`config.mk`:
```
export PLATFORM = sky130hd
export DESIGN_NAME = systolic_tile_ctrl
export DESIGN_NICKNAME = d
export VERILOG_FILES = /design/src/rtl/systolic_tile_ctrl.sv
export SDC_FILE = /design/constraint.sdc
export NUM_CORES = 1
export LEC_CHECK = 0
export CAP_MARGIN = 30
export CORE_MARGIN = 2
export CORE_UTILIZATION = 43
export DETAILED_ROUTE_END_ITERATION = 16
export PLACE_DENSITY = 0.8
export SLEW_MARGIN = 20
export SYNTH_ARGS = -nofsm -noshare
export SYNTH_HDL_FRONTEND = slang
export SYNTH_SLANG_ARGS = --single-unit
```
`constraint.sdc`:
```
create_clock -name clk -period 2.4 [get_ports clk]
set_input_delay 0.48 -clock clk [delete_from_list [all_inputs] [get_ports clk]]
set_output_delay 0.48 -clock clk [all_outputs]
set_load 0.005 [all_outputs]
```
`src/rtl/systolic_tile_ctrl.sv`:
```
// Purpose: tile sequencer for a ROWS x COLS output-stationary systolic array (load, skewed MAC, row drain).
// Latency: K..2K load cycles, then exactly K+ROWS+COLS MAC cycles, then one cycle per accepted result row.
// Backpressure: x/w ready drop after K beats or when all lane FIFOs are full; result rows wait for out_send_rdy.
module systolic_tile_ctrl #(
   parameter int ROWS = 4,
   parameter int COLS = 4,
   parameter int K    = 4
) (
   input  logic                                      clk,
   input  logic                                      rst,
   input  logic                                      x_recv_val,
   output logic                                      x_recv_rdy,
   input  logic                                      w_recv_val,
   output logic                                      w_recv_rdy,
   input  logic [ROWS-1:0]                           x_fifo_full,
   input  logic [ROWS-1:0]                           x_fifo_empty,
   output logic [ROWS-1:0]                           x_fifo_wen,
   output logic [ROWS-1:0]                           x_fifo_ren,
   input  logic [COLS-1:0]                           w_fifo_full,
   input  logic [COLS-1:0]                           w_fifo_empty,
   output logic [COLS-1:0]                           w_fifo_wen,
   output logic [COLS-1:0]                           w_fifo_ren,
   output logic                                      mac_en,
   output logic                                      mac_clr,
   output logic                                      out_send_val,
   input  logic                                      out_send_rdy,
   output logic [((ROWS > 1) ? $clog2(ROWS) : 1)-1:0] out_row,
   output logic                                      err,
   output logic [1:0]                                state_o
);

   localparam int L  = K + ROWS + COLS;
   localparam int KW = $clog2(K + 1);
   localparam int CW = $clog2(L);
   localparam int RW = (ROWS > 1) ? $clog2(ROWS) : 1;

   localparam logic [1:0] S_LOAD = 2'd0;
   localparam logic [1:0] S_MAC  = 2'd1;
   localparam logic [1:0] S_OUT  = 2'd2;

   logic [1:0]      state;
   logic [KW-1:0]   xc;
   logic [KW-1:0]   wc;
   logic [CW-1:0]   c;
   logic [RW-1:0]   r;
   logic            err_q;

   logic            in_load, in_mac, in_out;
   logic            x_rdy_i, w_rdy_i, x_hs, w_hs;
   logic            x_done, w_done, load_done;
   logic            mac_last, row_last, out_hs;
   logic            underflow;
   logic [ROWS-1:0] x_ren_i;
   logic [COLS-1:0] w_ren_i;

   assign in_load = (state == S_LOAD);
   assign in_mac  = (state == S_MAC);
   assign in_out  = (state == S_OUT);

   // Load side: each stream counts to K on its own; the tile closes on the
   // cycle the later of the two streams takes its last beat.
   assign x_rdy_i   = in_load & (xc != KW'(K)) & ~(&x_fifo_full);
   assign w_rdy_i   = in_load & (wc != KW'(K)) & ~(&w_fifo_full);
   assign x_hs      = x_recv_val & x_rdy_i;
   assign w_hs      = w_recv_val & w_rdy_i;
   assign x_done    = (xc == KW'(K)) | (x_hs & (xc == KW'(K - 1)));
   assign w_done    = (wc == KW'(K)) | (w_hs & (wc == KW'(K - 1)));
   assign load_done = in_load & x_done & w_done;

   assign mac_last = in_mac & (c == CW'(L - 1));
   assign row_last = (r == RW'(ROWS - 1));
   assign out_hs   = in_out & out_send_rdy;

   // Diagonal skew: lane i reads during MAC cycles i .. i+K-1.
   always_comb begin
      x_ren_i = '0;
      w_ren_i = '0;
      for (int i = 0; i < ROWS; i++)
         x_ren_i[i] = in_mac & (int'(c) >= i) & (int'(c) < i + K);
      for (int j = 0; j < COLS; j++)
         w_ren_i[j] = in_mac & (int'(c) >= j) & (int'(c) < j + K);
   end

   assign underflow = (|(x_ren_i & x_fifo_empty)) | (|(w_ren_i & w_fifo_empty));

   // Tile sequencer: LOAD -> MAC (fixed L cycles) -> OUT (ROWS handshakes) -> LOAD.
   always_ff @(posedge clk) begin
      if (rst) begin
         state <= S_LOAD;
         xc    <= '0;
         wc    <= '0;
         c     <= '0;
         r     <= '0;
      end else begin
         case (state)
            S_LOAD: begin
               if (load_done) begin
                  state <= S_MAC;
                  c     <= '0;
                  xc    <= '0;
                  wc    <= '0;
               end else begin
                  if (x_hs) xc <= xc + KW'(1);
                  if (w_hs) wc <= wc + KW'(1);
               end
            end
            S_MAC: begin
               if (mac_last) begin
                  state <= S_OUT;
                  r     <= '0;
               end else begin
                  c <= c + CW'(1);
               end
            end
            S_OUT: begin
               if (out_hs) begin
                  if (row_last) begin
                     state <= S_LOAD;
                     r     <= '0;
                     xc    <= '0;
                     wc    <= '0;
                  end else begin
                     r <= r + RW'(1);
                  end
               end
            end
            default: state <= S_LOAD;
         endcase
      end
   end

   // Sticky underflow: any lane read while its FIFO reports empty; only rst clears it.
   always_ff @(posedge clk) begin
      if (rst) err_q <= 1'b0;
      else if (underflow) err_q <= 1'b1;
   end

   // Every output is forced low while rst is asserted, even before state has been cleared.
   assign x_recv_rdy   = ~rst & x_rdy_i;
   assign w_recv_rdy   = ~rst & w_rdy_i;
   assign x_fifo_wen   = {ROWS{~rst & x_hs}};
   assign w_fifo_wen   = {COLS{~rst & w_hs}};
   assign x_fifo_ren   = rst ? '0 : x_ren_i;
   assign w_fifo_ren   = rst ? '0 : w_ren_i;
   assign mac_en       = ~rst & in_mac;
   assign mac_clr      = ~rst & load_done;
   assign out_send_val = ~rst & in_out;
   assign out_row      = (~rst & in_out) ? r : '0;
   assign err          = ~rst & err_q;
   assign state_o      = rst ? 2'd0 : state;

endmodule

```
* Word level (Yosys, flattened, before mapping)
Cells that the tools add are included.
** Word-level totals
- Flip-flop bits (word level) :: 15
- Bits of input ports :: 21
- Output and inout port bits :: 26
** Operators by class
- Add/subtract/negate cells :: 4
- Order comparisons :: 7
- Eq/ne operators :: 17
- Mux-type cells :: 23
- Bitwise gates (word level) :: 35
- Reduce and logical (&&, ||, !) cells :: 13
** Operators by type and width (number)
- $and 1x1->1 :: 27
- $reduce_and 4->1 :: 5
- $mux 2 :: 9
- $mux 3 :: 6
- $lt 4x3->1 const B :: 4
- $mux 4 :: 3
- $pmux 3 s2 :: 2
- $and 4x4->4 :: 2
- $ge 4x2->1 const B :: 2
- $ne 2x1->1 const B :: 4
- $pmux 4 s2 :: 1
- $reduce_or 4->1 :: 2
- $add 3x1->3 const B :: 2
- $eq 3x2->1 const B :: 2
- $eq 3x3->1 const B :: 2
- $ne 3x1->1 const B :: 2
- $ne 3x3->1 const B :: 2
- $pmux 2 s3 :: 1
- $reduce_and 3->1 :: 2
- $reduce_bool 2->1 :: 3
- $add 4x1->4 const B :: 1
- $eq 2x2->1 const B :: 2
- $eq 4x4->1 const B :: 1
- $ge 4x1->1 const B :: 1
- other kinds (7) :: 11

* Depth between registers and ports, before layout
Gate-level depths: netlist (run 1).
- Depth after elaboration :: 10
- Gate-level depth with buffers :: 7

* Worst setup path after synthesis (run 1)
No wires, ideal clock.
- Kind :: flip-flop to output port
- Start point :: register state[0]
- End point :: output x_fifo_ren[1]
- Arrival time :: 1652 ps
- Required time :: 1920 ps
- Slack :: 268 ps
- Stages on the path, launching flop included :: 5
- Path buffers :: 1
- Path through :: dfxtp_1 nor2b_1 nand2b_1 a2111oi_0 buf_4
** On the way
- Cells in the longest elaborated chain, start to end :: 4
** RTL lines
- start, declared :: RTL line 41 : logic [1:0] state;
- start signal, assigned :: RTL line 89 : state <= S_LOAD;
- start signal, assigned :: RTL line 98 : state <= S_MAC;
- start signal, assigned :: RTL line 109 : state <= S_OUT;
- $eq 2x1->1 :: RTL line 57 : assign in_mac = (state == S_MAC);
- $and 1x1->1 (2 in a row)
- $mux 4
- end, declared :: RTL line 18 : output logic [ROWS-1:0] x_fifo_ren,
Every way passes these cells.

* Worst setup path in the final report (run 1)
- Start point :: input w_fifo_full[2]
- End point :: output mac_clr
** On the way
- Cells in the longest elaborated chain, start to end :: 8
** RTL lines
- start, declared :: RTL line 19 : input logic [COLS-1:0] w_fifo_full,
- $reduce_and 4->1 :: RTL line 63 : assign w_rdy_i = in_load & (wc != KW'(K)) & ~(&w_fifo_full);
- $not 1->1 :: RTL line 63
- $and 1x1->1 :: RTL line 63
- $and 1x1->1 :: RTL line 65 : assign w_hs = w_recv_val & w_rdy_i;
- $and 1x1->1 :: RTL line 67 : assign w_done = (wc == KW'(K)) | (w_hs & (wc == KW'(K - 1)));
- $or 1x1->1 :: RTL line 67
- $and 1x1->1 :: RTL line 68 : assign load_done = in_load & x_done & w_done;
- $and 1x1->1 :: RTL line 146 : assign mac_clr = ~rst & load_done;
- end, declared :: RTL line 24 : output logic mac_clr,
Every way passes these cells.

==> results of run 1 <==
through the flow:
step / hold WS (ns) / total power, mW / utilization / TNS, ns / setup slack [ns]
finish: 0.488 / 0.539 / 0.733 / 0 / 0.0285
CTS: 0.493 / 0.531 / 0.699 / -0.0758 / -0.0758
detailed placement: 0.479 / 0.379 / 0.660 / -1.98 / -0.362
global placement: 0.456 / 0.375 / 0.660 / -1.25 / -0.357
floorplan: 0.444 / 0.316 / - / 0 / 0.268
global route: 0.514 / 0.564 / 0.733 / -0.0310 / -0.0206
state kept, by name, indices dropped and copies added (netlist names):
signal  cells
wc          3
state       2
xc          3
err_q       1
r           2
c           4
synthesized netlist by cell type, drive strengths merged, types with 2 or more instances:
cell type / instances / area, um2
xnor2: 2 / 17.5
and2: 2 / 12.5
nand2b: 2 / 12.5
o21a: 2 / 22.5
a21oi: 9 / 45.0
or4b: 2 / 20.0
buf: 11 / 80.1
nand3b: 2 / 15.0
dfxtp: 15 / 300
o21ai: 2 / 10.0
nor2b: 6 / 37.5
o21bai: 2 / 15.0
a2111oi: 2 / 17.5
a22o: 2 / 17.5
and3: 2 / 12.5
and2b: 2 / 15.0
nand4: 3 / 18.8
inv: 9 / 33.8
nor3: 4 / 20.0
mux2i: 2 / 20.0
nand3: 3 / 15.0
mux2: 2 / 30.0
nor2: 19 / 71.3
a22oi: 2 / 15.0
nand2: 8 / 30.0
clkbuf: 4 / 15.0
ha: 10 / 125
placed cells by master, fill, tap and decap left out, types with 3 or more instances in the layout:
cell,Yosys,layout
nor3_2,0,3
a21oi_1,9,8
clkdlybuf4s50_1,0,32
nor2_1,19,17
dfxtp_2,0,5
inv_1,9,7
dlymetal6s2s_1,0,4
nand2_1,8,8
dfxtp_1,15,9
clkdlybuf4s15_1,0,3
ha_1,10,8
nand4_1,3,3
clkbuf_4,0,3
nor2b_1,6,4
buf_4,10,19
dlygate4sd2_1,0,6
worst min-delay path by stage:
stage               depth (start not counted)                 to
finish                                      2  r[1]$_SDFFE_PP0P_
global route                                2  r[1]$_SDFFE_PP0P_
CTS                                         2  r[1]$_SDFFE_PP0P_
detailed placement                          2  r[1]$_SDFFE_PP0P_
global placement                            2  r[1]$_SDFFE_PP0P_
floorplan                                   2  r[1]$_SDFFE_PP0P_
critical path, cell delays in order:
cell and delay, ns:
clkdlybuf4s50_1 0.41, nand4_1 0.12, a32o_2 0.19, or4b_1 0.45, nor2_1 0.11, clkbuf_2 0.12
report_power, final:
group / internal (mW) / switching [mW] / total (mW)
clock network: 0.0620 / 0.0912 / 0.153
registers: 0.255 / 0.00577 / 0.261
logic: 0.0762 / 0.0485 / 0.125
total: 0.393 / 0.146 / 0.539
layer usage:
metal	routed length [um]	GRT usage	vias up
met3	198	0.0351	2
met4	16	0.0697	0
met5	0	0	-
met1	1130	0.183	568
li1	-	-	599
met2	1670	0.388	41
cell families (layout without fill, tap and decap cells):
| group | after synthesis | in the layout | synth area share |
|---|---|---|---|
| fa+ha+maj | 10 | 10 | 0.110 |
| xor+xnor | 2 | 2 | 0.0154 |
| flops | 15 | 15 | 0.263 |
| compound gates | 30 | 30 | 0.189 |
| buf+inv | 24 | 79 | 0.113 |
| mux | 4 | 4 | 0.0439 |
| simple gates | 58 | 58 | 0.266 |
what timing repair did:
item                       in CTS  in global routing
setup buffers                   4                  2
pin swaps                       3                  6
setup endpoints to repair      20                 10
gates resized for setup        28                 23
gates cloned                    0                  0
final cells by class:
class                   count  area (um2)
clock inverters             1        5.00
flip-flops and latches     15         310
inverters                   9        33.8
repair buffers             66         621
clock buffers               3        22.5
multi-input cells         104         803
well taps                  30        37.5
fillers                   206         667
==> flow_metrics.py, run 1 <==
metrics = {
    "clock_tree": {
        "clk_pin_slew_ns": 0.10,
        "cts_tree": "done",
        "root_buffer": "clkbuf_4",
        "clock_tree.buffer_depth": 2,
        "h-tree-depth": 1,
        "cts_hold_buf": 0,
        "clk_latency_ns": 0.29,
        "clock_sinks": 15,
        "numCtsBuffers": 3,
    },
    "route": {
        "ant_nets": 0,
        "routed_wl_um": 3010,
        "drtIter0Drc": 17,
        "viasPerCell": 5.31,
        "drt_pass1_iterations": 4,
        "drc_errors": 0,
        "wl_per_cell_um": 13.2,
        "vias": 1210,
    },
    "layout": {
        "fin_cells": 228,
        "n_antenna_cell": 0,
        "final_area_um2": 1830,
        "post_route_cells_drive_above_1_share": 0.263,
        "area_delta_synth_final_pct": 60.6,
        "fin_nets": 230,
    },
    "global_routing": {
        "grt.overflow.total": 0,
        "grt_pass1_wl_um": 4790,
        "grt_max_degree": 27,
        "grt_pass1_vias": 1191,
        "grt_antenna_before_repair": 0,
        "grt.total_usage": 0.190,
    },
    "worst_setup_path": {
        "crit_path_max_fanout": 2,
        "worstReg2RegStart": "wc[0]$_SDFFE_PP0P_",
        "critPathKind": "in -> out",
        "startpoint_type": "input port",
        "crit_path_start": "w_fifo_full[2]",
        "critPathCapture": "mac_clr",
        "r2r_slack_ns": 0.35,
        "r2r-end": "xc[0]$_SDFFE_PP0P_",
        "arrival_ns": 1.89,
        "cp-end-kind": "primary output",
        "reg2reg_depth": 7,
        "required_ns": 1.92,
    },
    "placement": {
        "io_buffers": 46,
        "dp_hpwl_um": 2250,
        "gp_congestion": 0.778,
        "placedCellCount": 218,
        "dpl_cell_area_um2": 1650,
    },
    "power": {
        "leakage_nw": 0.807,
        "p_per_area_nw_per_um2": 294,
        "irDropWorstVdd_mv": 0.398,
    },
    "timing": {
        "slew_violations": 0,
        "fin_crit_sh": 0.988,
        "rsz0062_at_grt": "yes",
        "relSlewSlack": 0.727,
        "tightestPinTransition_ns": 0.399,
        "fin_skew_ns": 0.00444,
        "setup-violations-final": 0,
        "hold_viol_final": 0,
        "fmax_mhz": 422,
        "fin_crit_ns": 2.37,
    },
    "yosys": {
        "seq_area_frac_synth": 0.263,
        "post_synth.cell_area_avg_um2": 7.98,
        "synth_edf_count": 0,
        "syn_nets": 174,
        "async_flop_share": 0,
        "ys_ff_latch": 15,
        "synth_cell_types": 42,
        "ys.flop_type": "dfxtp_1",
        "yosys_warnings": 0,
        "syn_area_um2": 1140,
        "synthCells": 143,
    },
    "die": {
        "io_pins": 47,
        "dieArea_um2": 3080,
        "fp.coreArea_um2": 2500,
        "die_w_um": 55.5,
        "start_util": 0.456,
        "placementRows": 18,
        "dieHeight_um": 55.5,
    },
    "outcome": {
        "status": "finished clean",
    },
    "job": {
        "maxCapViolCount": 0,
    },
    "worst_hold_path": {
        "hp-class": "reg -> reg",
        "hold_start": "r[1]$_SDFFE_PP0P_",
    },
}
Power figures use the tool's default switching activity.
==> run 2: changes to the inputs <==
- TNS_END_PERCENT: not set -> 50
- clock period: 2.4 -> 2.6 ns (I/O delays scaled with it)
==> run 2 against run 1 <==
Against the previous run: via count fell by 0.91%; power fell by 9.7%; combinational power fell by 12%; non-clock buffer count fell by 4.
==> flow_metrics.py, run 2 (same netlist as run 1, synthesis figures left out) <==
metrics = {
    "outcome": {
        "status": "finished clean",
    },
    "worst_setup_path": {
        "startpoint_type": "input port",
        "required_ns": 2.08,
        "cp_cell_sequence": "clkdlybuf4s50_1 -> nand4_1 -> a32o_2 -> or4b_4 -> nor2_1 -> dlygate4sd2_1",
        "path_delay_family": "simple AND/OR/NAND/NOR gates",
        "crit_path_max_fanout": 2,
        "reg2reg_depth": 7,
        "arrival_ns": 2.04,
        "cp_num_buf_inv": 2,
        "cp_slowest_stage_delay_ns": 0.46,
        "cp-end-kind": "primary output",
        "critPathKind": "in -> out",
        "slowest_stage": "or4b_4",
        "worst-path-stages": 6,
    },
    "die": {
        "die_w_um": 55.5,
        "placementRows": 18,
        "dieArea_um2": 3080,
        "start_util": 0.456,
        "fp.coreArea_um2": 2500,
        "io_pins": 47,
        "dieHeight_um": 55.5,
    },
    "layout": {
        "area_delta_synth_final_pct": 53.1,
        "fin_util": 0.699,
        "largest_registers": "c (4), wc (3), xc (3)",
        "final_area_um2": 1750,
        "fill_cells": 209,
        "n_antenna_cell": 0,
        "post_route_cells_drive_above_1_share": 0.186,
        "fin_nets": 226,
        "final_cell_mix": "clkdlybuf4s50_1, nor2_1, buf_4",
        "fin_cells": 224,
        "layout_commonest_cell": "clkdlybuf4s50_1",
        "largest_reg_flops": 4,
        "max_flop_register": "c",
    },
    "placement": {
        "pre_cts_ws_ns": -0.235,
        "placedCellCount": 216,
        "gp_congestion": 0.790,
        "io_buffers": 46,
        "dp_hpwl_um": 2250,
        "dpl_cell_area_um2": 1630,
    },
    "global_routing": {
        "grt_max_degree": 27,
        "grt.total_usage": 0.184,
        "grt.overflow.total": 0,
        "grt_pass1_vias": 1154,
        "grt_antenna_before_repair": 0,
        "grt_pass1_wl_um": 4750,
    },
    "power": {
        "leakage_nw": 0.712,
        "p_total_mw": 0.487,
        "irDropWorstVdd_mv": 0.247,
        "p_per_area_nw_per_um2": 279,
    },
    "route": {
        "ant_nets": 0,
        "viasPerCell": 5.35,
        "wl_per_cell_um": 12.7,
        "drtIter0Drc": 15,
        "drt_pass1_iterations": 4,
        "vias": 1199,
        "routed_wl_um": 2840,
        "drc_errors": 0,
    },
    "clock_tree": {
        "root_buffer": "clkbuf_4",
        "clk_pin_slew_ns": 0.09,
        "clock_sinks": 15,
        "h-tree-depth": 1,
        "numCtsBuffers": 3,
        "clock_tree.buffer_depth": 2,
        "cts_tree": "done",
        "clk_latency_ns": 0.28,
    },
    "timing": {
        "fin_crit_sh": 0.986,
        "slew_violations": 0,
        "relSlewSlack": 0.722,
        "fmax_mhz": 390,
        "hold_viol_final": 0,
        "setup-violations-final": 0,
        "tightestPinTransition_ns": 0.407,
        "fin_skew_ns": 0.00253,
        "rsz0062_at_grt": "yes",
        "setup_ws_ns": 0.0357,
        "fin_crit_ns": 2.56,
    },
    "worst_hold_path": {
        "hp-class": "reg -> reg",
        "min_delay_path_depth": 2,
    },
    "job": {
        "maxCapViolCount": 0,
    },
}
==> run 2: path summary, 6_finish.rpt <==
kind                                          from            endpoint  slack [ns]
worst max-delay path                w_fifo_full[1]             mac_clr        0.04
worst min-delay path             r[1]$_SDFFE_PP0P_   r[1]$_SDFFE_PP0P_        0.48
worst max register to register  xc[0]$_SDFFE_PP0P_  xc[0]$_SDFFE_PP0P_        0.50
worst min register to register   r[1]$_SDFFE_PP0P_   r[1]$_SDFFE_PP0P_        0.48
==> run 2: stage by stage <==
| step | TNS [ns] | hold WS (ns) |
|---|---|---|
| floorplan | 0 | 0.444 |
| global placement | -0.236 | 0.456 |
| detailed placement | -0.504 | 0.467 |
| CTS | 0 | 0.480 |
| global route | -0.0787 | 0.508 |
| finish | 0 | 0.477 |
==> run 2: repair_timing <==
| item | 4_1_cts | 5_1_grt |
|---|---|---|
| hold buffers | 0 | 0 |
| buffers inserted | 0 | 4 |
| gates resized for setup | 10 | 10 |
| hold endpoints to repair | 0 | 0 |
| pin swaps | 1 | 4 |
| setup endpoints to repair | 11 | 13 |
| gates cloned | 0 | 0 |
==> run 2: routing by layer <==
| metal | vias up | GRT usage | wire [um] |
|---|---|---|---|
| met4 | 0 | 0.0662 | 12 |
| met2 | 49 | 0.355 | 1460 |
| li1 | 594 | - | - |
| met5 | - | 0 | 0 |
| met1 | 554 | 0.190 | 1170 |
| met3 | 2 | 0.0422 | 192 |
==> run 2: worst register-to-register path, stage by stage, from the launching register on <==
cell	delay [ns]
dfxtp_1	0.40
ha_1	0.17
ha_1	0.16
a22oi_1	0.07
or4b_4	0.53
buf_4	0.18
a31o_1	0.22
mux2_4	0.27
==> run 2: area by class of cell <==
type | instances | area (um2) | area share
flip-flops and latches | 15 | 304 | 0.174
multi-input cells | 104 | 764 | 0.438
repair buffers | 62 | 581 | 0.332
inverters | 9 | 33.8 | 0.0193
well taps | 30 | 37.5 | 0.0215
clock buffers | 4 | 26.3 | 0.0150
==> run 2: power by group <==
| group | total [mW] | switching, mW | internal, mW |
|---|---|---|---|
| registers | 0.242 | 0.00558 | 0.236 |
| logic | 0.110 | 0.0418 | 0.0682 |
| clock network | 0.135 | 0.0755 | 0.0595 |
==> run 3: changes to the inputs <==
- CAP_MARGIN: 30 -> not set
- PLACE_DENSITY: 0.8 -> 0.77
==> run 3 against run 2 <==
Against the previous run: sequential power hardly changed; non-clock buffer count down 3; utilization is 1.1 points lower; routed wire length up 2.4%; die area did not move; global-route usage is 0.97 points higher; maximum frequency rose by 2.3%; worst hold slack gained 0.016 ns; critical endpoint is now out_row[1].
==> flow_metrics.py, run 3 (same netlist as run 1, synthesis figures left out) <==
metrics = {
    "timing": {
        "fin_hold_ws_ns": 0.493,
        "setup_tns_ns": 0,
        "fin_crit_ns": 2.51,
        "relSlewSlack": 0.721,
        "slew_violations": 0,
        "rsz0062_at_grt": "yes",
        "fin_crit_sh": 0.965,
        "setup-violations-final": 0,
        "tightestPinTransition_ns": 0.413,
        "fin_skew_ns": 0.00264,
        "fmax_mhz": 399,
        "hold_viol_final": 0,
    },
    "worst_setup_path": {
        "crit_top_cell": "clkdlybuf4s50_1",
        "cp_cell_sequence": "clkdlybuf4s50_1 -> buf_6 -> nor2b_2 -> and2_1 -> clkdlybuf4s50_1",
        "arrival_ns": 1.99,
        "cp-end-kind": "primary output",
        "cp_slowest_stage_delay_ns": 0.50,
        "slowest_stage": "clkdlybuf4s50_1",
        "startpoint_type": "input port",
        "critPathKind": "in -> out",
        "worst-path-stages": 5,
        "path_delay_family": "buffers and inverters",
        "reg2reg_depth": 7,
        "required_ns": 2.08,
        "cp_num_buf_inv": 3,
        "crit_path_max_fanout": 19,
    },
    "power": {
        "p_int_mw": 0.362,
        "seqPwrFrac": 0.493,
        "combPwrFrac": 0.221,
        "clkPwrFrac": 0.286,
        "p_total_mw": 0.488,
        "p_per_area_nw_per_um2": 284,
        "irDropWorstVdd_mv": 0.272,
        "power.switching_mw": 0.126,
        "leakage_nw": 0.684,
        "switching_share": 0.258,
    },
    "layout": {
        "final_cell_mix": "clkdlybuf4s50_1, nor2_1, dfxtp_1, buf_4, ha_1",
        "area_delta_synth_final_pct": 50.8,
        "fill_cells": 221,
        "n_antenna_cell": 0,
        "post_route_cells_drive_above_1_share": 0.194,
        "fin_nets": 223,
        "fin_util": 0.688,
        "largest_registers": "c (4), wc (3), xc (3)",
        "fin_cells": 221,
        "multiInputGateArea_um2": 759,
        "layout_commonest_cell": "clkdlybuf4s50_1",
        "max_flop_register": "c",
        "regArea_um2": 307,
        "largest_reg_flops": 4,
    },
    "global_routing": {
        "grt.total_usage": 0.194,
        "grt_pass1_wl_um": 4970,
        "grt_use_met3": 0.0304,
        "grt_max_degree": 20,
        "busiest_layer": "met2",
        "grtUsageMet1": 0.214,
        "grt_antenna_before_repair": 0,
        "grtUsageMet2": 0.369,
        "grt_pass1_vias": 1191,
        "grt.overflow.total": 0,
    },
    "clock_tree": {
        "h-tree-depth": 1,
        "clk_pin_slew_ns": 0.10,
        "cts_tree": "done",
        "numCtsBuffers": 3,
        "clock_sinks": 15,
        "clk_latency_ns": 0.29,
        "cts_hold_buf": 0,
        "clock_tree.buffer_depth": 2,
        "root_buffer": "clkbuf_4",
    },
    "outcome": {
        "status": "finished clean",
    },
    "die": {
        "start_util": 0.456,
        "dieArea_um2": 3080,
        "io_pins": 47,
        "placementRows": 18,
        "fp.coreArea_um2": 2500,
        "die_w_um": 55.5,
        "dieHeight_um": 55.5,
    },
    "placement": {
        "placedCellCount": 215,
        "gp_congestion": 0.783,
        "dp_hpwl_um": 2170,
        "io_buffers": 46,
    },
    "worst_hold_path": {
        "hp-class": "reg -> reg",
        "min_delay_path_depth": 2,
    },
    "route": {
        "routed_wl_um": 2910,
        "drc_errors": 0,
        "ant_nets": 0,
        "drtIter0Drc": 12,
        "wl_per_cell_um": 13.2,
        "vias": 1163,
        "drt_pass1_iterations": 4,
        "viasPerCell": 5.26,
    },
    "job": {
        "maxCapViolCount": 0,
    },
}
run 3: cell count changes in the layout (fill, tap and decap cells not counted), sizes merged:
| cell | before | now |
|---|---|---|
| dlygate4sd2 | 3 | 0 |
| clkbuf | 4 | 5 |
| buf | 16 | 13 |
| clkdlybuf4s50 | 43 | 45 |
run 3: layout make-up:
type,instances,share of cell area
flip-flops and latches,15,0.178
repair buffers,59,0.324
clock buffers,4,0.0153
inverters,9,0.0196
well taps,30,0.0218
multi-input cells,104,0.441
run 3: metrics by stage:
| stage | area, um2 | setup slack (ns) |
|---|---|---|
| 3_5_place_dp | 1630 | -0.256 |
| 6_report | 1720 | 0.0923 |
| 4_1_cts | 1670 | 0.0239 |
| 2_1_floorplan | 1140 | 0.428 |
| 5_1_grt | 1720 | -0.0158 |
| 3_3_place_gp | 1630 | -0.260 |
run 3: routing by layer:
| layer | share of wire | vias up |
|---|---|---|
| met4 | 0.015 | 0 |
| met5 | 0 | - |
| met2 | 0.53 | 42 |
| met3 | 0.056 | 7 |
| met1 | 0.40 | 528 |
| li1 | - | 586 |
run 3: worst paths after layout:
check | to | startpoint | slack (ns)
max | out_row[1] | rst | 0.09
min | r[0]$_SDFFE_PP0P_ | r[0]$_SDFFE_PP0P_ | 0.49
max reg2reg | xc[0]$_SDFFE_PP0P_ | wc[0]$_SDFFE_PP0P_ | 0.52
min reg2reg | r[0]$_SDFFE_PP0P_ | r[0]$_SDFFE_PP0P_ | 0.49
run 3: timing repair:
action | in CTS | in global routing
resized for setup | 7 | 15
buffers inserted | 0 | 2
pin swaps | 1 | 4
endpoints found under the setup margin | 7 | 18
run 3: worst register-to-register path: stages (launching register included):
cell and delay (ns):
dfxtp_1 0.38, ha_1 0.16, ha_1 0.13, a32o_2 0.19, or4b_4 0.47, buf_4 0.18, a31o_1 0.21, mux2_4 0.26
run 3: power by group through the flow:
stage	Clock [mW]	Combinational, mW	Sequential [mW]
finish	0.140	0.108	0.241
global route	0.159	0.118	0.242
CTS	0.146	0.103	0.241
detailed placement	0	0.101	0.247
global placement	0	0.0987	0.246
floorplan	0	0.0460	0.246
